==> src/rtl/riscv_pkg.sv <==
// -----------------------------------------------------------------------------
// riscv_pkg
//   Types and constants shared by the pipeline stages of the 5-stage RISC-V
//   core.
//   - NOP_INSTR     : canonical NOP (addi x0, x0, 0), loaded into pipeline
//                     registers as a bubble
//   - fetch_state_t : fetch-stage handshake state
//   - if_id_t       : contents of the IF/ID pipeline register
// -----------------------------------------------------------------------------
package riscv_pkg;

   localparam int unsigned XLEN = 32;

   localparam logic [XLEN-1:0] NOP_INSTR = 32'h0000_0013;

   typedef enum logic [1:0] {
      FETCH = 2'd0,   // ready to issue a request at PC_F
      WAIT  = 2'd1,   // one request outstanding
      HOLD  = 2'd2    // response captured, decode is stalled
   } fetch_state_t;

   typedef struct packed {
      logic [XLEN-1:0] ins;
      logic [XLEN-1:0] pc;
      logic [XLEN-1:0] pc4;
      logic            valid;
   } if_id_t;

   localparam if_id_t IF_ID_BUBBLE = '{ins: NOP_INSTR, pc: '0, pc4: '0, valid: 1'b0};

endpackage

==> src/rtl/fetch_stage.sv <==
// -----------------------------------------------------------------------------
// fetch_stage
//   Instruction-fetch stage. Fetches from instruction memory over a
//   request/response handshake (variable latency, at most one outstanding
//   request) and produces the IF/ID pipeline register for decode.
//
// Ports
//   clk, rst              core clock, synchronous active-high reset
//   PC_Write, IF_ID_Write load-use stall from decode (0 = hold)
//   PCSrc_E, PC_Target_E  redirect from execute; flush has top priority
//   imem_req, imem_addr   request to instruction memory (word aligned)
//   imem_ready            memory accepts the request this cycle
//   imem_rvalid/rdata     response from instruction memory
//   Ins_D, PC_D, PC_4D    IF/ID instruction, PC and PC+4
//   Valid_D               IF/ID holds a real instruction
// -----------------------------------------------------------------------------
module fetch_stage
   import riscv_pkg::*;
#(
   parameter int unsigned           ADDR_WIDTH = 32,
   parameter int unsigned           DAT_WIDTH  = 32,
   parameter logic [ADDR_WIDTH-1:0] RESET_PC   = 32'h0000_0000
) (
   input  logic                  clk,
   input  logic                  rst,
   input  logic                  PC_Write,
   input  logic                  IF_ID_Write,
   input  logic                  PCSrc_E,
   input  logic [ADDR_WIDTH-1:0] PC_Target_E,
   output logic                  imem_req,
   output logic [ADDR_WIDTH-1:0] imem_addr,
   input  logic                  imem_ready,
   input  logic                  imem_rvalid,
   input  logic [DAT_WIDTH-1:0]  imem_rdata,
   output logic [DAT_WIDTH-1:0]  Ins_D,
   output logic [ADDR_WIDTH-1:0] PC_D,
   output logic [ADDR_WIDTH-1:0] PC_4D,
   output logic                  Valid_D
);

   localparam logic [ADDR_WIDTH-1:0] ALIGN_MASK = ~ADDR_WIDTH'(3);
   localparam logic [ADDR_WIDTH-1:0] PC_INIT    = RESET_PC & ALIGN_MASK;

   fetch_state_t          state_q, state_d;
   logic [ADDR_WIDTH-1:0] pc_q, pc_d;
   logic                  kill_q, kill_d;   // outstanding response must be dropped
   if_id_t                hold_q, hold_d;   // response parked while decode stalls
   if_id_t                if_id_q, if_id_d;

   logic                  advance;
   logic                  flush;
   logic [ADDR_WIDTH-1:0] pc_plus4;
   logic [ADDR_WIDTH-1:0] target;
   if_id_t                fetched;
   logic                  deliver;
   if_id_t                deliver_word;

   assign advance  = PC_Write & IF_ID_Write;
   assign flush    = PCSrc_E;
   assign pc_plus4 = pc_q + ADDR_WIDTH'(4);   // wraps modulo 2^ADDR_WIDTH
   assign target   = PC_Target_E & ALIGN_MASK;

   // In WAIT, pc_q is the address of the outstanding request, so the
   // response is tagged with it directly.
   assign fetched = '{ins:   XLEN'(imem_rdata),
                      pc:    XLEN'(pc_q),
                      pc4:   XLEN'(pc_plus4),
                      valid: 1'b1};

   // Next-state, memory request and IF/ID delivery.
   // NOTE: every variable written here gets a default first, so no path can
   // leave one unassigned and infer a latch.
   always_comb begin
      state_d      = state_q;
      pc_d         = pc_q;
      kill_d       = kill_q;
      hold_d       = hold_q;
      imem_req     = 1'b0;
      imem_addr    = pc_q;
      deliver      = 1'b0;
      deliver_word = hold_q;

      unique case (state_q)
         FETCH: begin
            if (flush) begin
               pc_d = target;
            end else begin
               imem_req = 1'b1;
               if (imem_ready) state_d = WAIT;
            end
         end

         WAIT: begin
            if (imem_rvalid) begin
               if (kill_q || flush) begin
                  // Stale or redirected response: drop it and refetch.
                  kill_d  = 1'b0;
                  state_d = FETCH;
                  if (flush) pc_d = target;
               end else if (advance) begin
                  deliver      = 1'b1;
                  deliver_word = fetched;
                  pc_d         = pc_plus4;
                  // Back-to-back request keeps throughput at one per cycle.
                  imem_req     = 1'b1;
                  imem_addr    = pc_plus4;
                  state_d      = imem_ready ? WAIT : FETCH;
               end else begin
                  hold_d  = fetched;
                  state_d = HOLD;
               end
            end else if (flush) begin
               // Cannot cancel an accepted request; mark its response dead.
               kill_d = 1'b1;
               pc_d   = target;
            end
         end

         HOLD: begin
            if (flush) begin
               hold_d.valid = 1'b0;
               pc_d         = target;
               state_d      = FETCH;
            end else if (advance) begin
               deliver      = 1'b1;
               deliver_word = hold_q;
               hold_d.valid = 1'b0;
               pc_d         = pc_plus4;
               state_d      = FETCH;
            end
         end

         default: state_d = FETCH;
      endcase

      if (rst) imem_req = 1'b0;
   end

   // IF/ID update: flush > stall > delivery > bubble.
   always_comb begin
      if (flush)             if_id_d = IF_ID_BUBBLE;
      else if (!IF_ID_Write) if_id_d = if_id_q;
      else if (deliver)      if_id_d = deliver_word;
      else                   if_id_d = IF_ID_BUBBLE;
   end

   // NOTE: state registers use non-blocking assignments so every register
   // samples the pre-edge values regardless of statement order.
   always_ff @(posedge clk) begin
      if (rst) begin
         state_q <= FETCH;
         pc_q    <= PC_INIT;
         kill_q  <= 1'b0;
         // NOTE: the hold buffer is a single register, not a memory array,
         // so resetting it is cheap and keeps its contents deterministic.
         hold_q  <= IF_ID_BUBBLE;
         if_id_q <= IF_ID_BUBBLE;
      end else begin
         state_q <= state_d;
         pc_q    <= pc_d;
         kill_q  <= kill_d;
         hold_q  <= hold_d;
         if_id_q <= if_id_d;
      end
   end

   assign Ins_D   = if_id_q.ins[DAT_WIDTH-1:0];
   assign PC_D    = if_id_q.pc[ADDR_WIDTH-1:0];
   assign PC_4D   = if_id_q.pc4[ADDR_WIDTH-1:0];
   assign Valid_D = if_id_q.valid;

endmodule
==> config.mk <==
export PLATFORM = sky130hd
export DESIGN_NAME = fetch_stage
export DESIGN_NICKNAME = d
export VERILOG_FILES = /design/src/rtl/riscv_pkg.sv /design/src/rtl/fetch_stage.sv
export SDC_FILE = /design/constraint.sdc
export NUM_CORES = 1
export LEC_CHECK = 0
export ABC_AREA = 0
export CAP_MARGIN = 25
export CORE_AREA = 2 2 204 106
export DETAILED_ROUTE_END_ITERATION = 8
export DIE_AREA = 0 0 206 108
export GPL_TIMING_DRIVEN = 0
export HOLD_SLACK_MARGIN = 0.03
export PLACE_DENSITY = 0.85
export SYNTH_ARGS = -nofsm -noshare
export SYNTH_HDL_FRONTEND = slang
export SYNTH_SLANG_ARGS = --single-unit
export TNS_END_PERCENT = 5
==> constraint.sdc <==
create_clock -name clk -period 4.75 [get_ports clk]
set_clock_uncertainty 0.15 [all_clocks]
set_input_delay 0.95 -clock clk [delete_from_list [all_inputs] [get_ports clk]]
set_output_delay 0.95 -clock clk [all_outputs]
set_load 0.05 [all_outputs]
==> results of run 1 <==
-- placed cells by master, fill, tap and decap left out, types with 7 or more instances in the layout --
cell type and n:
clkbuf_16 21, buf_4 15, and3_1 9, nor4_1 12, nor2_1 134, o22ai_1 8
o221ai_1 10, o211ai_1 18, and2_1 10, mux2_2 71, clkdlybuf4s50_1 165, dlygate4sd2_1 9
nand4_1 17, a21oi_1 147, buf_2 42, nand2b_1 24, and4_1 7, o31a_1 8
inv_1 12, a221oi_1 12, nor3_1 25, xnor2_1 35, xor2_1 23, nor2b_1 24
nand3_1 28, clkbuf_1 81, clkbuf_2 11, a2bb2oi_1 9, o21ai_0 62, a22oi_1 42
dfxtp_1 225, nand2_1 203, a21o_1 16, a211oi_1 31
-- worst max-delay path, cell delays in order --
cell	delay [ps]
clkdlybuf4s50_1	490
nand4bb_2	410
nor2_4	250
buf_2	290
buf_4	260
clkbuf_4	270
nand4_1	130
xnor2_1	270
clkdlybuf4s18_2	410
-- stage by stage --
step	setup slack [ps]	TNS [ps]
2_1_floorplan	668	0
3_3_place_gp	-732	-12980
3_5_place_dp	-749	-13430
4_1_cts	-15.6	-15.7
5_1_grt	-101	-247
6_report	-99.3	-174
-- sequential cells by signal, summed over array words and instances (netlist names) --
signal	cells
PC_4D	30
Valid_D	1
kill_q	1
Ins_D	32
PC_D	32
state_q	2
pc_q	32
hold_q	95
-- layer usage --
layer	track usage, %	vias to the layer above	routed length, um
li1	-	5565	-
met1	59.3	6367	19400
met2	70.9	1325	22100
met3	19.7	333	8580
met4	24.1	2	3150
met5	0	-	9
-- cells by family after synthesis --
family / share of synthesized area (%)
simple gates: 20.8
compound gates: 22.3
flops: 38.7
buf+inv: 5.89
mux: 7.38
xor+xnor: 4.36
fa+ha+maj: 0.537
-- timing repair --
| item | 4_1_cts | 5_1_grt |
|---|---|---|
| setup endpoints to repair | 31 | 23 |
| hold endpoints to repair | 0 | 0 |
| gates resized for setup | 53 | 37 |
-- how the worst max path moves through the flow --
stage | start | to | cells past startpoint
finish | PCSrc_E | imem_addr[13] | 9
global route | PCSrc_E | imem_addr[13] | 9
CTS | PCSrc_E | imem_addr[13] | 9
global placement | imem_rvalid | imem_addr[13] | 9
detailed placement | imem_rvalid | imem_addr[13] | 9
floorplan | IF_ID_Write | imem_addr[28] | 7
-- layout make-up --
class | instances | area (um2) | area share (%)
Multi-Input combinational cell | 1068 | 6480 | 44.0
Sequential cell | 225 | 4500 | 30.6
Timing Repair Buffer | 197 | 1910 | 13.0
Buffer | 141 | 647 | 4.40
Clock buffer | 26 | 574 | 3.91
Tap cell | 273 | 342 | 2.32
Clock inverter | 11 | 196 | 1.34
Inverter | 13 | 48.8 | 0.332
Antenna cell | 1 | 2.50 | 0.0170
-- power breakdown --
part / internal [mW] / switching [mW] / total, mW / leakage, nW
registers: 1.96 / 0.0503 / 2.01 / 1.82
logic: 0.354 / 0.864 / 1.22 / 3.10
clock network: 1.14 / 0.829 / 1.97 / 0.371
==> impl_metrics.py, run 1 <==
metrics = {
    "outcome": {
        "status": "finished, violations left",
        "failed_checks": "negative setup slack",
    },
    "final_layout": {
        "fin_util_pct": 72.5,
        "fillers": 1420,
        "area_growth_pct": 26.3,
        "drive_gt1_share_pct": 12.0,
        "fin_area_um2": 14700,
        "fin_nets": 1743,
        "fin_cells": 1955,
    },
    "global_route": {
        "grt_max_degree": 17,
        "grt_pass1_wl_um": 79100,
        "gr-total-overflow": 0,
        "antenna_found_initial": 2,
        "grt_pass1_vias": 13200,
        "grt.total_usage_pct": 47.5,
    },
    "worst_hold_path": {
        "whs_path_depth": 1,
        "worstHoldPathType": "register to register",
        "worstHoldStart": "PC_4D[15]$_SDFFE_PP0P_",
        "min_to": "PC_4D[15]$_SDFFE_PP0P_",
    },
    "floorplan": {
        "dieWidth_um": 206,
        "start_util_pct": 57.4,
        "pin_count": 201,
        "fp.dieArea_um2": 22200,
        "die-height_um": 108,
        "core_um2": 20300,
        "rows": 37,
    },
    "power_and_ir_drop": {
        "design_power_total_mw": 5.20,
        "power.density_nw_per_um2": 354,
        "ir_drop_uv": 430,
        "leakage_nw": 5.29,
    },
    "critical_path": {
        "crit_arrival_ps": 3750,
        "worstSetupEndpointType": "primary output",
        "worst-path-max-fanout": 10,
        "cp.required_ps": 3650,
        "regToRegEndpoint": "hold_q[5]$_SDFFE_PP0P_",
        "r2r-start": "state_q[1]$_SDFFE_PP0P_",
        "ff2ff_setup_slack_ps": 1470,
        "path_class": "primary input to primary output",
        "reg2reg_depth": 8,
        "start_kind": "primary input",
    },
    "place": {
        "place_area_um2": 14000,
        "numPortBuffers": 197,
        "place_hpwl_um": 36800,
        "gp_congestion": 1.02,
        "dp.cells": 1917,
    },
    "logic_synthesis": {
        "yosysUniqueCellTypes": 72,
        "synth_area_leaders": "dfxtp_1, mux2_2, nand2_1",
        "ys_ff_latch": 225,
        "yosysTopAreaCellShare_pct": 38.7,
        "synthFlopType": "dfxtp_1",
        "syn_avg_cell_area_um2": 8.05,
        "synth-edff-count": 0,
        "synth.most_common_cell": "dfxtp_1",
        "ys_top_cells_by_count": "dfxtp_1, nand2_1, a21oi_1",
        "syn_inst": 1447,
        "synth_warnings": 0,
        "synth_largest_area_cell": "dfxtp_1",
        "async_flop_share_pct": 0,
        "yosysSeqAreaShare_pct": 38.7,
        "synth_fp_nets": 1523,
        "netlist_area_um2": 11600,
    },
    "routing": {
        "dr.pass1.iters": 9,
        "num_vias": 13600,
        "via_per_inst": 6.95,
        "ant_nets": 0,
        "drcViolationCount": 0,
        "drt-wirelength-per-cell_um": 27.3,
        "drtIter0Drc": 2088,
        "routed_wl_um": 53300,
    },
    "cts": {
        "cts_tree": "yes",
        "cts_hold_buffers": 0,
        "htree_levels": 1,
        "postCtsSetupRepairBufs": 0,
        "clkTransAtPathRegs_ps": 70,
        "cts_max_path_buffers": 3,
        "cts-buffers-inserted": 21,
        "cts-root-buf": "clkbuf_16",
        "clkLatencyLatePin_ps": 540,
        "cts_sinks": 225,
    },
    "sta": {
        "worst_pin_slew_ps": 1030,
        "maxSlewHeadroom_pct": 31.0,
        "setup_ws_ps": -99.3,
        "fmax_mhz": 206,
        "hold_viol": 0,
        "holdWs_ps": 311,
        "final.period_utilization_pct": 102,
        "period_needed_ps": 4850,
        "slew_viol_final": 0,
        "setup_viol": 3,
        "rsz0062_at_grt": "true",
    },
    "run": {
        "cap_violations": 0,
    },
}
Power figures use the tool's default switching activity.
==> inputs of run 2 (changes only) <==
CORE_AREA = 8 8 151 153   (was 2 2 204 106)
DIE_AREA = 0 0 159 161   (was 0 0 206 108)
PLACE_DENSITY = 0.86   (was 0.85)
==> impl_metrics.py, run 2 (same netlist as run 1, synthesis figures left out) <==
metrics = {
    "place": {
        "gp_congestion": 1.04,
        "place_hpwl_um": 34800,
        "dp_slack_ps": -937,
        "numPortBuffers": 197,
    },
    "power_and_ir_drop": {
        "ir_drop_uv": 286,
        "leakage_nw": 5.30,
        "power.density_nw_per_um2": 355,
    },
    "critical_path": {
        "cp.required_ps": 3650,
        "worst-path-max-fanout": 10,
        "cp_slowest_cell": "clkdlybuf4s50_1",
        "start_kind": "primary input",
        "cpMostUsedCell": "buf_2",
        "path_class": "primary input to primary output",
        "worstSetupEndpointType": "primary output",
        "crit_arrival_ps": 3640,
        "crit_chain": "clkdlybuf4s50_1 > and4bb_1 > buf_2 > nand2_1 > buf_2 > buf_2 > nor2_1 > xor2_1 > buf_2",
        "max_stage_delay_ps": 610,
    },
    "cts": {
        "cts_tree": "yes",
        "cts_max_path_buffers": 3,
        "clkTransAtPathRegs_ps": 60,
        "cts-root-buf": "clkbuf_16",
        "cts-buffers-inserted": 25,
        "cts_sinks": 225,
        "clkLatencyLatePin_ps": 550,
        "htree_levels": 1,
    },
    "final_layout": {
        "largest_reg_flops": 95,
        "fillers": 1641,
        "layout_commonest_cell": "dfxtp_1",
        "drive_gt1_share_pct": 12.6,
        "largest_register": "hold_q",
        "fin_nets": 1748,
        "final_cell_mix": "dfxtp_1, nand2_1, clkdlybuf4s50_1",
        "diodes": 0,
        "area_growth_pct": 27.1,
    },
    "sta": {
        "period_needed_ps": 4740,
        "slew_viol_final": 0,
        "final.period_utilization_pct": 99.8,
        "fin_tns_setup_ps": 0,
        "maxSlewHeadroom_pct": 39.5,
        "fmax_mhz": 211,
        "setup_ws_ps": 11.3,
        "hold_viol": 0,
        "setup_viol": 0,
        "worst_pin_slew_ps": 908,
        "rsz0062_at_grt": "true",
    },
    "routing": {
        "drcViolationCount": 0,
        "num_vias": 12500,
        "drt-wirelength-per-cell_um": 24.1,
        "via_per_inst": 6.36,
        "ant_nets": 0,
        "routed_wl_um": 47400,
        "drtIter0Drc": 1293,
        "dr.pass1.iters": 8,
    },
    "floorplan": {
        "pin_count": 201,
        "dieWidth_um": 159,
        "core_um2": 20600,
        "die-height_um": 161,
        "rows": 53,
        "start_util_pct": 56.6,
        "fp.dieArea_um2": 25600,
    },
    "outcome": {
        "status": "finished clean",
    },
    "global_route": {
        "grt_pass1_vias": 11900,
        "antenna_found_initial": 0,
        "grt_pass1_wl_um": 71100,
        "gr-total-overflow": 0,
        "grt_max_degree": 20,
        "grt.total_usage_pct": 35.0,
    },
    "run": {
        "cap_violations": 0,
    },
    "worst_hold_path": {
        "worstHoldPathType": "register to register",
    },
}
[run 2: cell types whose count changed in the layout (fill, tap and decap cells not counted), sizes merged, moves of 2 or more]
| cell | change |
|---|---|
| dlymetal6s2s | -3 |
| dlygate4sd2 | -2 |
| inv | -2 |
| clkinv | +4 |
| clkbuf | +9 |
| bufinv | -2 |
| buf | +6 |
[run 2: worst paths after layout]
kind / start / endpoint / slack (ps) / cells after the start
hold reg to reg: PC_4D[18]$_SDFFE_PP0P_ / PC_4D[18]$_SDFFE_PP0P_ / 300 / 1
hold / removal: PC_4D[18]$_SDFFE_PP0P_ / PC_4D[18]$_SDFFE_PP0P_ / 300 / 1
setup reg to reg: state_q[0]$_SDFFE_PP0P_ / Ins_D[28]$_SDFFE_PP0P_ / 1660 / 8
setup / recovery: imem_rvalid / imem_addr[10] / 10 / 9
[run 2: what timing repair did]
item                                    in CTS  in global routing
pin swaps                                    0                  1
endpoints found under the setup margin      30                 27
setup buffers                                0                  2
resized for setup                           70                 33
hold buffers                                 0                  0
[run 2: report_power, final]
| group | switching [mW] | leakage, nW | total [mW] | internal, mW |
|---|---|---|---|---|
| combinational | 0.828 | 3.06 | 1.18 | 0.352 |
| sequential | 0.0469 | 1.82 | 2.01 | 1.96 |
| clock | 0.843 | 0.423 | 2.07 | 1.22 |
| total | 1.72 | 5.30 | 5.25 | 3.54 |
[run 2: worst max-delay path: cells and delay by family]
kind	cells	cell delay, ps
XOR/XNOR	1	240
buffers and inverters	5	1860
AND/OR/NAND/NOR	3	580
[run 2: final cells by class]
| cell class | count | area, um2 | share of cell area [%] |
|---|---|---|---|
| multi-input cells | 1068 | 6480 | 43.8 |
| well taps | 275 | 344 | 2.33 |
| clock buffers | 35 | 713 | 4.82 |
| clock inverters | 11 | 161 | 1.09 |
| plain buffers | 140 | 641 | 4.33 |
| inverters | 13 | 48.8 | 0.330 |
| flip-flops and latches | 225 | 4500 | 30.4 |
| repair buffers | 199 | 1900 | 12.8 |
[run 2: stage by stage]
step	hold WS [ps]	cells	util, %	area (um2)	power, mW
3_5_place_dp	289	1919	67.9	14000	3.20
4_1_cts	303	1964	72.1	14800	5.20
2_1_floorplan	283	1447	-	11600	2.76
3_3_place_gp	278	1919	67.9	14000	3.19
5_1_grt	318	1966	72.0	14800	5.38
6_report	300	1966	72.0	14800	5.25
[run 2: routing by layer]
layer / GRT usage [%] / wire length [um]
met3: 9.24 / 5830
met5: 0 / 0
met4: 17.8 / 2560
met1: 43.3 / 18100
met2: 55.6 / 21000
